<file path="src/rtl/alu_pkg.sv">
// Purpose: shared ALU op codes, FSM encoding and counter widths for the ALU share arbiter.
// Latency: none (declarations only).
// Backpressure: not applicable.
package alu_pkg;

    localparam logic [2:0] ALU_AND = 3'b000;
    localparam logic [2:0] ALU_XOR = 3'b001;
    localparam logic [2:0] ALU_SLL = 3'b010;
    localparam logic [2:0] ALU_ADD = 3'b011;
    localparam logic [2:0] ALU_SUB = 3'b100;
    localparam logic [2:0] ALU_MUL = 3'b101;
    localparam logic [2:0] ALU_SRA = 3'b110;

    // Latency counter width; covers MUL_LAT up to 15.
    localparam int LAT_W = 4;

    typedef enum logic [1:0] {
        ST_IDLE = 2'd0,
        ST_EXEC = 2'd1,
        ST_DONE = 2'd2
    } state_t;

endpackage

</file>
<file path="src/rtl/rr_arb2.sv">
// Purpose: two-way round-robin picker; the requester that did not win last time takes a tie.
// Latency: purely combinational.
// Backpressure: none; the caller gates the grant with its own readiness.
module rr_arb2 (
    input  logic [1:0] valid,
    input  logic       last_grant,
    output logic [1:0] grant
);

    // A lone requester wins outright; on a tie the one other than last_grant wins.
    always_comb begin
        grant = valid;
        if (valid == 2'b11) begin
            grant = last_grant ? 2'b01 : 2'b10;
        end
    end

endmodule

</file>
<file path="src/rtl/alu_share_arb.sv">
// Purpose: arbitrates two requesters onto one shared combinational ALU and returns tagged results.
// Latency: result valid lat cycles after the accept edge (MUL_LAT for MUL, 1 otherwise).
// Backpressure: rsp_ready_i low holds the result in DONE and keeps both requesters off; ALU_ARB_STATS_EN adds counters.
module alu_share_arb
    import alu_pkg::*;
#(
    parameter int DATA_W  = 32,
    parameter int MUL_LAT = 3,
    parameter int CNT_W   = 16
) (
    input  logic              clk_i,
    input  logic              rst_i,
    input  logic              req0_valid_i,
    output logic              req0_ready_o,
    input  logic [2:0]        req0_ctrl_i,
    input  logic [DATA_W-1:0] req0_a_i,
    input  logic [DATA_W-1:0] req0_b_i,
    input  logic              req1_valid_i,
    output logic              req1_ready_o,
    input  logic [2:0]        req1_ctrl_i,
    input  logic [DATA_W-1:0] req1_a_i,
    input  logic [DATA_W-1:0] req1_b_i,
    output logic [DATA_W-1:0] alu_data1_o,
    output logic [DATA_W-1:0] alu_data2_o,
    output logic [2:0]        alu_ctrl_o,
    input  logic [DATA_W-1:0] alu_result_i,
    output logic              rsp_valid_o,
    input  logic              rsp_ready_i,
    output logic [DATA_W-1:0] rsp_data_o,
    output logic              rsp_id_o,
    output logic              busy_o
`ifdef ALU_ARB_STATS_EN
    ,
    output logic [CNT_W-1:0]  stat_gnt0_o,
    output logic [CNT_W-1:0]  stat_gnt1_o,
    output logic [CNT_W-1:0]  stat_stall_o
`endif
);

    state_t           state_q;
    state_t           state_d;
    logic [LAT_W-1:0] lat_cnt_q;
    logic [LAT_W-1:0] lat_last;
    logic             last_grant_q;
    logic [1:0]       grant;
    logic [1:0]       accept;
    logic             last_exec;

    rr_arb2 u_rr_arb2 (
        .valid      ({req1_valid_i, req0_valid_i}),
        .last_grant (last_grant_q),
        .grant      (grant)
    );

    // Offers are only made while idle, so DONE and a new accept never overlap.
    assign req0_ready_o = (state_q == ST_IDLE) && grant[0];
    assign req1_ready_o = (state_q == ST_IDLE) && grant[1];
    assign accept       = {req1_valid_i && req1_ready_o, req0_valid_i && req0_ready_o};

    // Only MUL is multi-cycle; the latched op code selects the hold time.
    assign lat_last    = (alu_ctrl_o == ALU_MUL) ? LAT_W'(MUL_LAT - 1) : '0;
    assign last_exec   = (state_q == ST_EXEC) && (lat_cnt_q == lat_last);
    assign rsp_valid_o = (state_q == ST_DONE);
    assign busy_o      = (state_q != ST_IDLE);

    // State register.
    always_ff @(posedge clk_i) begin
        if (!rst_i) begin
            state_q <= ST_IDLE;
        end else begin
            state_q <= state_d;
        end
    end

    // Next-state: accept -> hold for the op latency -> wait for the response handshake.
    always_comb begin
        state_d = state_q;
        case (state_q)
            ST_IDLE: if (|accept)     state_d = ST_EXEC;
            ST_EXEC: if (last_exec)   state_d = ST_DONE;
            ST_DONE: if (rsp_ready_i) state_d = ST_IDLE;
            default:                  state_d = ST_IDLE;
        endcase
    end

    // Operand/result registers: latch the winner on accept, capture the ALU on the last EXEC cycle.
    always_ff @(posedge clk_i) begin
        if (!rst_i) begin
            lat_cnt_q    <= '0;
            last_grant_q <= 1'b1;
            alu_data1_o  <= '0;
            alu_data2_o  <= '0;
            alu_ctrl_o   <= '0;
            rsp_data_o   <= '0;
            rsp_id_o     <= 1'b0;
        end else if (|accept) begin
            alu_data1_o  <= accept[1] ? req1_a_i    : req0_a_i;
            alu_data2_o  <= accept[1] ? req1_b_i    : req0_b_i;
            alu_ctrl_o   <= accept[1] ? req1_ctrl_i : req0_ctrl_i;
            rsp_id_o     <= accept[1];
            last_grant_q <= accept[1];
            lat_cnt_q    <= '0;
        end else if (state_q == ST_EXEC) begin
            lat_cnt_q <= lat_cnt_q + LAT_W'(1);
            if (last_exec) begin
                rsp_data_o <= alu_result_i;
            end
        end
    end

`ifdef ALU_ARB_STATS_EN
    logic stall;
    assign stall = (req0_valid_i && !req0_ready_o) || (req1_valid_i && !req1_ready_o);

    // Saturating grant and stall counters.
    always_ff @(posedge clk_i) begin
        if (!rst_i) begin
            stat_gnt0_o  <= '0;
            stat_gnt1_o  <= '0;
            stat_stall_o <= '0;
        end else begin
            if (accept[0] && (stat_gnt0_o != '1)) stat_gnt0_o  <= stat_gnt0_o + CNT_W'(1);
            if (accept[1] && (stat_gnt1_o != '1)) stat_gnt1_o  <= stat_gnt1_o + CNT_W'(1);
            if (stall && (stat_stall_o != '1))    stat_stall_o <= stat_stall_o + CNT_W'(1);
        end
    end
`else
    logic [CNT_W-1:0] stats_unused;
    assign stats_unused = '0;
`endif

endmodule

</file>
<file path="config.mk">
export PLATFORM = sky130hd
export DESIGN_NAME = alu_share_arb
export DESIGN_NICKNAME = d
export VERILOG_FILES = /design/src/rtl/alu_pkg.sv /design/src/rtl/rr_arb2.sv /design/src/rtl/alu_share_arb.sv
export SDC_FILE = /design/constraint.sdc
export NUM_CORES = 1
export LEC_CHECK = 0
export ABC_CLOCK_PERIOD_IN_PS = 1600
export BUFFER_PORTS_ARGS = -buffer_cell sky130_fd_sc_hd__buf_2
export CAP_MARGIN = 25
export CELL_PAD_IN_SITES_DETAIL_PLACEMENT = 1
export CELL_PAD_IN_SITES_GLOBAL_PLACEMENT = 2
export CORE_ASPECT_RATIO = 0.7
export CORE_MARGIN = 2
export CORE_UTILIZATION = 23
export CTS_CLUSTER_SIZE = 10
export DETAILED_ROUTE_END_ITERATION = 12
export HOLD_SLACK_MARGIN = 0.1
export PLACE_DENSITY_LB_ADDON = 0.15
export SETUP_SLACK_MARGIN = 0.2
export SLEW_MARGIN = 20
export SYNTH_ARGS = -nofsm -noshare
export SYNTH_HDL_FRONTEND = slang
export SYNTH_HIERARCHICAL = 1
export SYNTH_SLANG_ARGS = --single-unit
</file>
<file path="constraint.sdc">
create_clock -name clk_i -period 1.6 [get_ports clk_i]
set_input_delay 0 -clock clk_i [delete_from_list [all_inputs] [get_ports clk_i]]
set_output_delay 0 -clock clk_i [all_outputs]
set_load 0.005 [all_outputs]
</file>
**Yosys cells after proc, flatten, opt, wreduce, memory -nomap -nowiden**

Index checks and enable logic that the tools add are counted.

- $add $sub $neg: 1
- Reduce and logical (&&, ||, !) cells: 11
- Bitwise gates (word level): 2
- Mux-type cells: 10
- Equality and inequality tests: 8

Operators by type and width:

| cell | count |
|---|---|
| $mux W32 | 2 |
| $mux W2 | 6 |
| $pmux W2 S3 | 1 |
| $reduce_and A3 Y1 | 2 |
| $logic_and A1 B1 Y1 | 5 |
| $add A4 B1 Y4 const B | 1 |
| $eq A2 B2 Y1 const B | 2 |
| $eq A4 B2 Y1 | 1 |
| $ne A2 B1 Y1 const B | 2 |
| $eq A3 B3 Y1 const B | 1 |
| $mux W3 | 1 |
| $reduce_or A3 Y1 | 1 |
| $eq A2 B1 Y1 const B | 1 |
| $logic_not A2 Y1 | 1 |
| $ne A2 B2 Y1 const B | 1 |
| $not A1 Y1 | 2 |
| $reduce_bool A2 Y1 | 1 |
| $reduce_or A2 Y1 | 1 |

- Flip-flop bits (word level): 107
- Output and inout bits: 104

**Logic depth before layout (Yosys ltp)**

Gate-level depths: netlist of the first run.

- Word-level depth: 7
- Depth in mapped cells: 8
- Mapped depth without buffers: 6

**Cells and area by module**

Netlist of the first run, hierarchy kept.

By module, submodules not included:

| module | area an instance (um^2) | instances | cells an instance |
|---|---|---|---|
| alu_share_arb | 4,790.8 | 1 | 557 |
| rr_arb2 | 18.8 | 1 | 3 |

**Worst setup path before layout of the first run**

Ideal clock, no wire load.

- Path kind: reg-to-reg
- Start: reg last_grant_q
- End: reg alu_data2_o[10]
- Cell stages (with the launch flop): 9
- Path buffers: 3
- Path slack: 127 ps
- Required time: 1,511 ps
- Arrival: 1,385 ps
- Path through: dfxtp_1 inv_1 a21boi_1 and3_1 buf_4 buf_6 buf_6 nand2_1 a311oi_2

- Word-level cells in the longest chain between the ends: 5
- Elaborated cells between the ends (all ways): 8
- Those cells by class: 3 x mux; 5 x reduce/logical

RTL lines:

| item | RTL line | text |
|---|---|---|
| start: declaration | alu_share_arb.sv:44 | `logic last_grant_q;` |
| start signal: assignment | alu_share_arb.sv:101 | `last_grant_q <= accept[1];` |
| $mux W2 | rr_arb2.sv:14 | `grant = last_grant ? 2'b01 : 2'b10;` |
| $mux W2 | rr_arb2.sv:13 | `if (valid == 2'b11) begin` |
| named net grant[0] | alu_share_arb.sv:45 | `logic [1:0] grant;` |
| $logic_and A1 B1 Y1 | alu_share_arb.sv:56 | `assign req0_ready_o = (state_q == ST_IDLE) && grant[0];` |
| $logic_and A1 B1 Y1 | alu_share_arb.sv:58 | `assign accept = {req1_valid_i && req1_ready_o, req0_valid_i && req0_ready_o};` |
| $reduce_or A2 Y1 | alu_share_arb.sv:96 | `end else if (\|accept) begin` |
| end signal: assignment | alu_share_arb.sv:98 | `alu_data2_o <= accept[1] ? req1_b_i : req0_b_i;` |
| end: declaration | alu_share_arb.sv:24 | `output logic [DATA_W-1:0] alu_data2_o,` |

The timed path passes the listed nets, and every way through them passes these cells.
A chain may end at the register's enable or synchronous reset.

**Final worst setup path of the first run**

- Start: reg last_grant_q
- End: reg alu_data1_o[6]

- Word-level cells in the longest chain between the ends: 5
- Elaborated cells between the ends (all ways): 8
- Those cells by class: 3 x mux; 5 x reduce/logical

RTL lines:

| item | RTL line | text |
|---|---|---|
| $mux W2 | rr_arb2.sv:14 |  |
| $mux W2 | rr_arb2.sv:13 |  |
| named net grant[0] | alu_share_arb.sv:45 |  |
| $logic_and A1 B1 Y1 | alu_share_arb.sv:56 |  |
| $logic_and A1 B1 Y1 | alu_share_arb.sv:58 |  |
| $reduce_or A2 Y1 | alu_share_arb.sv:96 |  |
| end signal: assignment | alu_share_arb.sv:97 | `alu_data1_o <= accept[1] ? req1_a_i : req0_a_i;` |
| end: declaration | alu_share_arb.sv:23 | `output logic [DATA_W-1:0] alu_data1_o,` |

The timed path passes the listed nets, and every way through them passes these cells.

==> flow_summary.ini, run 1 <==
[global_routing]
antenna_found_initial = 1
track_usage = 0.2327
grt_start_max_net_pins = 70
grt_pass1_vias = 6972
grt_pass1_wl_mm = 39.65
grt_overflow = 0

[setup_path]
path_class = reg -> reg
cp_num_buf_inv = 6
slowest_delay_ns = 0.37
crit_fanout = 6
end_kind = flop
crit_path_cell_trace = inv_2 > a21boi_2 > buf_4 > buf_6 > nand3_4 > buf_12 > buf_6 > buf_16 > nand2_2 > a311oi_2
crit_path_start_kind = flop
cpMostUsedCell = buf_6
crit_path_top_delay_cell = dfxtp_4
path_delay_family = buffers and inverters
cp_data_arrival_time_ns = 1.88
cp.required_ns = 1.81

[logic_synthesis]
yosysUniqueCellTypes = 32
synth_area_um2 = 4810
syn_nets = 732
synth_seq_cells = 107
synth_seq_area_share = 0.4454
netlist_instances = 560
syn-mean-instance-area_um2 = 8.589
yosys_warnings = 6

[routing]
wl_mm = 26.37
ant_nets = 0
highest_layer = met4
via_count = 6100
wl_per_cell_um = 19.70
wl_met3_mm = 1.352
viasPerCell = 4.556
drt-met1-wl_mm = 10.85
drc = 0
dr.pass1.iters = 4
drt_iter0_drc = 150
wl_met2_mm = 13.57

[floorplanning]
die_area_um2 = 22100
pin_count = 275
die_height_um = 125.0
core.rowCount = 44
die_w_um = 176.8
start_util = 0.2330
core-area_um2 = 20640

[clock_tree]
cts_root_buf = clkbuf_16
cts_tree = done
clkSinkCount = 107
numCtsBuffers = 9
cts.clk_slew.worst_paths_ns = 0.08
htreeDepth = 3
clk_latency_ns = 0.36
clock_path_buffers = 2

[final_layout]
nets = 1229
area_growth_pct = 132.8
final_common_cell = buf_2
drive_above_1_share = 0.5810
layout_common_cells = buf_2 (272), dlygate4sd3_1 (167), nand2_1 (108)
fillers = 2269
multi_input_area_um2 = 3496
seq_area_um2 = 2157

[placement]
post-place-ws_ns = -0.1079
gp_congestion = 0.7410
dp_hpwl_mm = 12.85
port_buffers = 274

[power_and_ir_drop]
powerDensity_nw_per_um2 = 747.3
leakage_nw = 4.932
total_power_w = 0.008366
ir_drop_mv = 0.4848

[timing]
hold_viol = 0
layout_worst_path_cycle_share = 1.043
fmax_mhz = 599.3
worst_pin_slew_ns = 0.6173
fin_tns_setup_ns = -1.906
rsz0062_at_grt = yes
finalWorstSetupSlack_ns = -0.06849
drv_slew = 0
maxSlewHeadroom = 0.5885
min_period_ns = 1.668
setup_viol = 80
clock_skew_ns = 0.01337

[flow_run]
maxCapViolCount = 0

[min_path]
hp-class = in -> reg

[outcome]
failed_checks = setup timing
status = finished with violations
-- Yosys cell counts, drive strengths merged --
master  instances  area share
clkbuf         24       0.019
nand4           1      0.0013
xor2            2      0.0036
and2            2      0.0026
nand2         204        0.16
clkinv          1     0.00078
a21boi          2      0.0031
nor3b           1      0.0026
nor4            1      0.0026
a22o            1      0.0018
nor2           72       0.058
mux2i          34       0.071
ha              1      0.0026
nand3b          1      0.0016
xnor2           1      0.0018
buf            25       0.045
dfxtp         107        0.45
nand3           3      0.0042
a311oi         67        0.16
inv             2      0.0016
nor2b           3      0.0039
a21oi           2      0.0021
nor4b           1      0.0031
o21a            1      0.0016
and3            1      0.0013
-- what timing repair did --
item | CTS | global route
setup buffers | 36 | 3
pin swaps | 81 | 84
cloned | 31 | 3
hold endpoints to repair | 100 | 0
endpoints found under the setup margin | 100 | 109
hold buffers | 167 | 0
gates resized for setup | 239 | 122
-- sequential cells by signal, indices dropped and copies added (netlist names) --
signal / count
rsp_id_o: 1
rsp_data_o: 32
last_grant_q: 1
alu_data2_o: 32
alu_data1_o: 32
state_q: 2
lat_cnt_q: 4
alu_ctrl_o: 3
-- through the flow --
step / hold WS [ns] / cells / cell area [um^2] / utilization
after global placement: 0.2508 / 1082 / 6518 / 0.3157
after global routing: 0.1683 / 1339 / 11190 / 0.5422
after floorplan: 0.1421 / 560 / 4817 / -
after CTS: 0.1386 / 1332 / 10590 / 0.5131
after detailed placement: 0.2600 / 1082 / 6518 / 0.3157
final: 0.1478 / 1339 / 11190 / 0.5422
-- cell type report --
class | instances | area share
Antenna cell | 1 | 0.0002235
Clock buffer | 9 | 0.02012
Clock inverter | 7 | 0.008494
Inverter | 3 | 0.001006
Multi-Input combinational cell | 402 | 0.3123
Sequential cell | 107 | 0.1927
Tap cell | 276 | 0.03085
Timing Repair Buffer | 534 | 0.4343
-- worst paths after layout --
path / startpoint / to / slack (ns) / cells after the start
worst min register to register: rsp_data_o[16]$_SDFFE_PN0P_ / rsp_data_o[16]$_SDFFE_PN0P_ / 0.46 / 2
worst max-delay path: last_grant_q$_SDFFE_PN1P_ / alu_data1_o[6]$_SDFFE_PN0P_ / -0.07 / 10
worst max register to register: last_grant_q$_SDFFE_PN1P_ / alu_data1_o[6]$_SDFFE_PN0P_ / -0.07 / 10
worst min-delay path: rst_i / rsp_data_o[13]$_SDFFE_PN0P_ / 0.15 / 4
-- cell families after synthesis --
group	count (synthesis)	synth area share
AO/OA/AOI/OAI	73	0.1696
XOR/XNOR	3	0.005464
adder cells (fa/ha/maj)	1	0.002601
buffers and inverters	52	0.06608
flip-flops	107	0.4454
multiplexers	34	0.07076
AND/OR/NAND/NOR	290	0.2401
-- worst reg2reg max path, stage by stage, from the launching register on --
cell and delay (ns):
dfxtp_4 0.37, inv_2 0.04, a21boi_2 0.16, buf_4 0.14
buf_6 0.10, nand3_4 0.10, buf_12 0.18, buf_6 0.13
buf_16 0.14, nand2_2 0.08, a311oi_2 0.10
-- routing by layer --
layer,vias up,GRT usage
li1,2922,-
met1,2942,0.2737
met2,196,0.4136
met3,40,0.05383
met4,0,0.08070
met5,-,0
-- where the power goes --
part           internal (W)  switching [W]  leakage (nW)
Combinational       0.00161        0.00121          3.90
Clock               0.00126        0.00121         0.156
Sequential          0.00289       0.000191         0.879
Total               0.00576        0.00261          4.93
No activity file was read; power rests on OpenSTA's default activity.
==> run 2, diff against run 1 <==
Settings changed: ABC_CLOCK_PERIOD_IN_PS 1600 to 1400, CORE_UTILIZATION 23 to 21, SETUP_SLACK_MARGIN 0.2 to 0.05.
Clock period 1.6 ns to 1.4 ns, I/O delays scaled along.
==> flow_summary.ini, run 2 (synthesized netlist as in run 1, its figures left out) <==
[setup_path]
r2r-start = lat_cnt_q[2]$_SDFFE_PP0P_
path_class = reg -> reg
worstSetupStartpoint = lat_cnt_q[2]$_SDFFE_PP0P_
cp_data_arrival_time_ns = 1.89
crit_path_start_kind = flop
crit_fanout = 8
r2r_slack_ns = -0.22
r2r_end = rsp_data_o[16]$_SDFFE_PN0P_
ff2ff_path_depth = 6
critPathCapture = rsp_data_o[16]$_SDFFE_PN0P_
end_kind = flop
cp.required_ns = 1.67

[clock_tree]
cts.clk_slew.worst_paths_ns = 0.07
numCtsBuffers = 9
cts_root_buf = clkbuf_16
htreeDepth = 3
clkSinkCount = 107
clock_path_buffers = 2
cts_tree = done
clk_latency_ns = 0.36

[power_and_ir_drop]
p_switching_w = 0.002862
p_comb_frac = 0.332
switching_share = 0.3119
clockPowerShare = 0.288
leakage_nw = 4.772
sequentialPowerShare = 0.380
powerDensity_nw_per_um2 = 844.8
ir_drop_mv = 0.5264
internal_power_w = 0.006313

[floorplanning]
core.rowCount = 46
core-area_um2 = 22560
pin_count = 275
die_area_um2 = 24150
die_height_um = 130.6
start_util = 0.2132
die_w_um = 184.9

[global_routing]
grt_pass1_vias = 6758
grt_pass1_wl_mm = 38.22
grt_start_max_net_pins = 44
track_usage = 0.2070
grt_overflow = 0
antenna_found_initial = 0

[timing]
rsz0062_at_grt = yes
fmax_mhz = 617.5
setup_viol = 100
fin_tns_setup_ns = -14.41
maxSlewHeadroom = 0.7685
finalWorstSetupSlack_ns = -0.2194
clock_skew_ns = 0.01441
hold_viol = 0
layout_worst_path_cycle_share = 1.157
worst_pin_slew_ns = 0.3473
drv_slew = 0
min_period_ns = 1.619

[placement]
placed_area_um2 = 6653
dp_hpwl_mm = 13.38
gp_congestion = 0.7159
port_buffers = 274

[routing]
dr.pass1.iters = 4
drc = 0
ant_nets = 0
wl_per_cell_um = 19.76
drt_iter0_drc = 152
via_count = 6094
wl_mm = 26.97
viasPerCell = 4.464

[final_layout]
nets = 1220
top_regs = alu_data1_o x32, alu_data2_o x32, rsp_data_o x32
layout_common_cells = buf_2 (272), dlygate4sd3_1 (168), nand2_1 (113)
area_growth_pct = 125.8
final_common_cell = buf_2
drive_above_1_share = 0.5812
diodes = 0
final_cell_area_um2 = 10860

[flow_run]
maxCapViolCount = 0

[outcome]
failed_checks = setup timing
status = finished with violations

[min_path]
hp-class = in -> reg
-- run 2: power by group through the flow --
stage | Sequential [W] | Clock [W] | Combinational (W)
2_1_floorplan | 0.00352 | 0 | 0.000775
3_3_place_gp | 0.00349 | 0 | 0.00153
5_1_grt | 0.00352 | 0.00284 | 0.00324
3_5_place_dp | 0.00350 | 0 | 0.00158
4_1_cts | 0.00344 | 0.00272 | 0.00283
6_report | 0.00349 | 0.00264 | 0.00305
-- run 2: worst min path at each step --
stage / from / to / slack [ns] / cells after the start
final: req0_valid_i / state_q[0]$_SDFFE_PN0P_ / 0.21 / 4
after global routing: req0_valid_i / state_q[0]$_SDFFE_PN0P_ / 0.23 / 4
after CTS: req1_valid_i / lat_cnt_q[0]$_SDFFE_PP0P_ / 0.20 / 5
after detailed placement: alu_result_i[13] / rsp_data_o[13]$_SDFFE_PN0P_ / 0.26 / 3
after global placement: alu_result_i[16] / rsp_data_o[16]$_SDFFE_PN0P_ / 0.25 / 3
after floorplan: alu_result_i[0] / rsp_data_o[0]$_SDFFE_PN0P_ / 0.14 / 2
-- run 2: final cells by class --
class / count / area [um^2]
repair buffers: 525 / 4639
inverters: 3 / 11.26
multi-input cells: 402 / 3378
flip-flops and latches: 107 / 2152
fillers: 2550 / 11700
well taps: 312 / 390.4
clock buffers: 12 / 256.5
clock inverters: 4 / 32.53
-- run 2: worst max-delay path, cell delays in order, from the launching register on --
cell and delay [ns]:
dfxtp_2 0.36, nor4b_4 0.30, mux2i_2 0.14, nor3b_4 0.21, buf_4 0.18, buf_16 0.15
mux2i_1 0.21
-- run 2: routing by layer --
layer	vias up	GRT usage	share of wire
li1	2899	-	-
met1	2981	0.2457	0.43
met2	185	0.3772	0.50
met3	29	0.05072	0.053
met4	0	0.05135	0.013
met5	-	0	0
-- run 2: timing repair --
action                                  in CTS  in global routing
setup buffers                               26                  4
hold buffers                               168                  0
gates resized for setup                    210                120
pin swaps                                   46                 75
gates cloned                                29                 12
endpoints found under the setup margin     106                109
endpoints found under the hold margin      104                  0
-- run 2: metrics by stage --
stage / hold slack [ns] / std cells / worst slack [ns] / util / power [W]
6_report: 0.2115 / 1365 / -0.2194 / 0.4814 / 0.009175
3_3_place_gp: 0.2461 / 1125 / -0.1540 / 0.2949 / 0.005024
2_1_floorplan: 0.1421 / 560 / -0.004358 / - / 0.004296
5_1_grt: 0.2315 / 1365 / -0.3194 / 0.4814 / 0.009596
3_5_place_dp: 0.2569 / 1125 / -0.2875 / 0.2949 / 0.005075
4_1_cts: 0.2041 / 1363 / -0.2410 / 0.4622 / 0.008991
==> run 3, diff against run 2 <==
Settings changed: REMOVE_ABC_BUFFERS from default to 1.
==> flow_summary.ini, run 3 (synthesized netlist as in run 1, its figures left out) <==
[setup_path]
ff2ff_path_depth = 6
path_class = reg -> reg
end_kind = flop
cp_data_arrival_time_ns = 1.96
crit_fanout = 8
crit_path_start_kind = flop
cp.required_ns = 1.69

[clock_tree]
cts.clk_slew.worst_paths_ns = 0.08
htreeDepth = 3
cts_root_buf = clkbuf_16
cts_tree = done
clkSinkCount = 107
numCtsBuffers = 9
clock_path_buffers = 2
clk_latency_ns = 0.36

[timing]
rsz0062_at_grt = yes
setup_viol = 102
drv_slew = 0
layout_worst_path_cycle_share = 1.195
hold_viol = 0
min_period_ns = 1.672
clock_skew_ns = 0.006615
fmax_mhz = 597.9
maxSlewHeadroom = 0.7345
finalWorstSetupSlack_ns = -0.2724
fin_tns_setup_ns = -17.71
worst_pin_slew_ns = 0.3982

[global_routing]
grt_overflow = 0
grt_pass1_wl_mm = 37.44
grt_start_max_net_pins = 49
track_usage = 0.2053
grt_pass1_vias = 6595
antenna_found_initial = 1

[routing]
drc = 0
dr.pass1.iters = 4
via_count = 6052
viasPerCell = 4.450
wl_per_cell_um = 19.18
wl_mm = 26.09
drt_iter0_drc = 151
ant_nets = 0

[final_layout]
area_growth_pct = 116.8
drive_above_1_share = 0.5177
fillers = 2582
layout_common_cells = buf_2 (273), nand2_1 (178), dlygate4sd3_1 (168)
final_common_cell = buf_2
nets = 1214
top_regs = alu_data1_o x32, alu_data2_o x32, rsp_data_o x32

[power_and_ir_drop]
ir_drop_mv = 0.5507
powerDensity_nw_per_um2 = 845.5
leakage_nw = 4.468

[floorplanning]
core.rowCount = 46
start_util = 0.2132
core-area_um2 = 22560
die_height_um = 130.6
pin_count = 275
die_w_um = 184.9
die_area_um2 = 24150

[min_path]
hp-class = in -> reg
hold-path-cell-count = 4

[placement]
gp_congestion = 0.7141
post-place-ws_ns = -0.3180
port_buffers = 274
dp_hpwl_mm = 13.56

[outcome]
status = finished with violations
failed_checks = setup timing

[flow_run]
maxCapViolCount = 0
-- run 3: cell count changes in the layout (fill, tap and decap cells not counted), moves of 5 or more --
cell,previous run,this run
nor2_2,32,18
nor2_1,15,10
clkbuf_16,20,12
buf_8,3,9
nand2_2,50,16
nand2_4,41,10
nand2_1,113,178
nor2_4,25,44
-- run 3: worst paths after layout --
kind / start / endpoint / slack (ns)
worst max register to register: lat_cnt_q[0]$_SDFFE_PP0P_ / rsp_data_o[18]$_SDFFE_PN0P_ / -0.27
worst min-delay path: req1_valid_i / state_q[0]$_SDFFE_PN0P_ / 0.20
worst min register to register: rsp_data_o[14]$_SDFFE_PN0P_ / rsp_data_o[14]$_SDFFE_PN0P_ / 0.46
worst max-delay path: lat_cnt_q[0]$_SDFFE_PP0P_ / rsp_data_o[18]$_SDFFE_PN0P_ / -0.27
-- run 3: layout make-up --
| class | count | area [um^2] | share of cell area |
|---|---|---|---|
| Clock inverter | 6 | 41.29 | 0.003961 |
| Antenna cell | 1 | 2.502 | 0.0002400 |
| Tap cell | 312 | 390.4 | 0.03745 |
| Clock buffer | 10 | 239.0 | 0.02292 |
| Sequential cell | 107 | 2147 | 0.2060 |
| Inverter | 3 | 11.26 | 0.001080 |
| Timing Repair Buffer | 520 | 4459 | 0.4277 |
| Multi-Input combinational cell | 401 | 3134 | 0.3006 |
-- run 3: where the power goes --
part	total, W	internal [W]	switching [W]
registers	0.00344	0.00330	0.000145
logic	0.00283	0.00155	0.00128
clock network	0.00254	0.00126	0.00128
total	0.00881	0.00611	0.00271
-- run 3: repair_timing --
item | in CTS | in global routing
endpoints found under the hold margin | 101 | 0
resized for setup | 193 | 60
pin swaps | 59 | 36
cloned | 28 | 5
hold buffers | 168 | 0
setup endpoints to repair | 104 | 109
buffers inserted | 24 | 6
-- run 3: routing by layer --
| metal | vias up | global-route usage | part of all wire |
|---|---|---|---|
| met4 | 0 | 0.05789 | 0.019 |
| met1 | 2980 | 0.2453 | 0.44 |
| li1 | 2885 | - | - |
| met5 | - | 0 | 0 |
| met3 | 32 | 0.03963 | 0.035 |
| met2 | 155 | 0.3774 | 0.51 |
-- run 3: stage by stage --
stage                     utilization  area, um^2  hold slack, ns  total power (W)  std cells
after global placement         0.2928        6605          0.2461         0.005007       1123
after floorplan                     -        4503         0.07183         0.004191        511
after global routing           0.4621       10430          0.2160         0.009239       1360
final                          0.4621       10430          0.1977         0.008814       1360
after CTS                      0.4549       10260          0.1381         0.008839       1358
after detailed placement       0.2928        6605          0.2549         0.005060       1123
-- run 3: worst max-delay path, cell delays in order, from the launching register on --
cell and delay, ns:
dfxtp_2 0.36, nor4_4 0.30, mux2i_2 0.14, nor3b_4 0.28, buf_6 0.17, clkbuf_16 0.17, mux2i_1 0.18
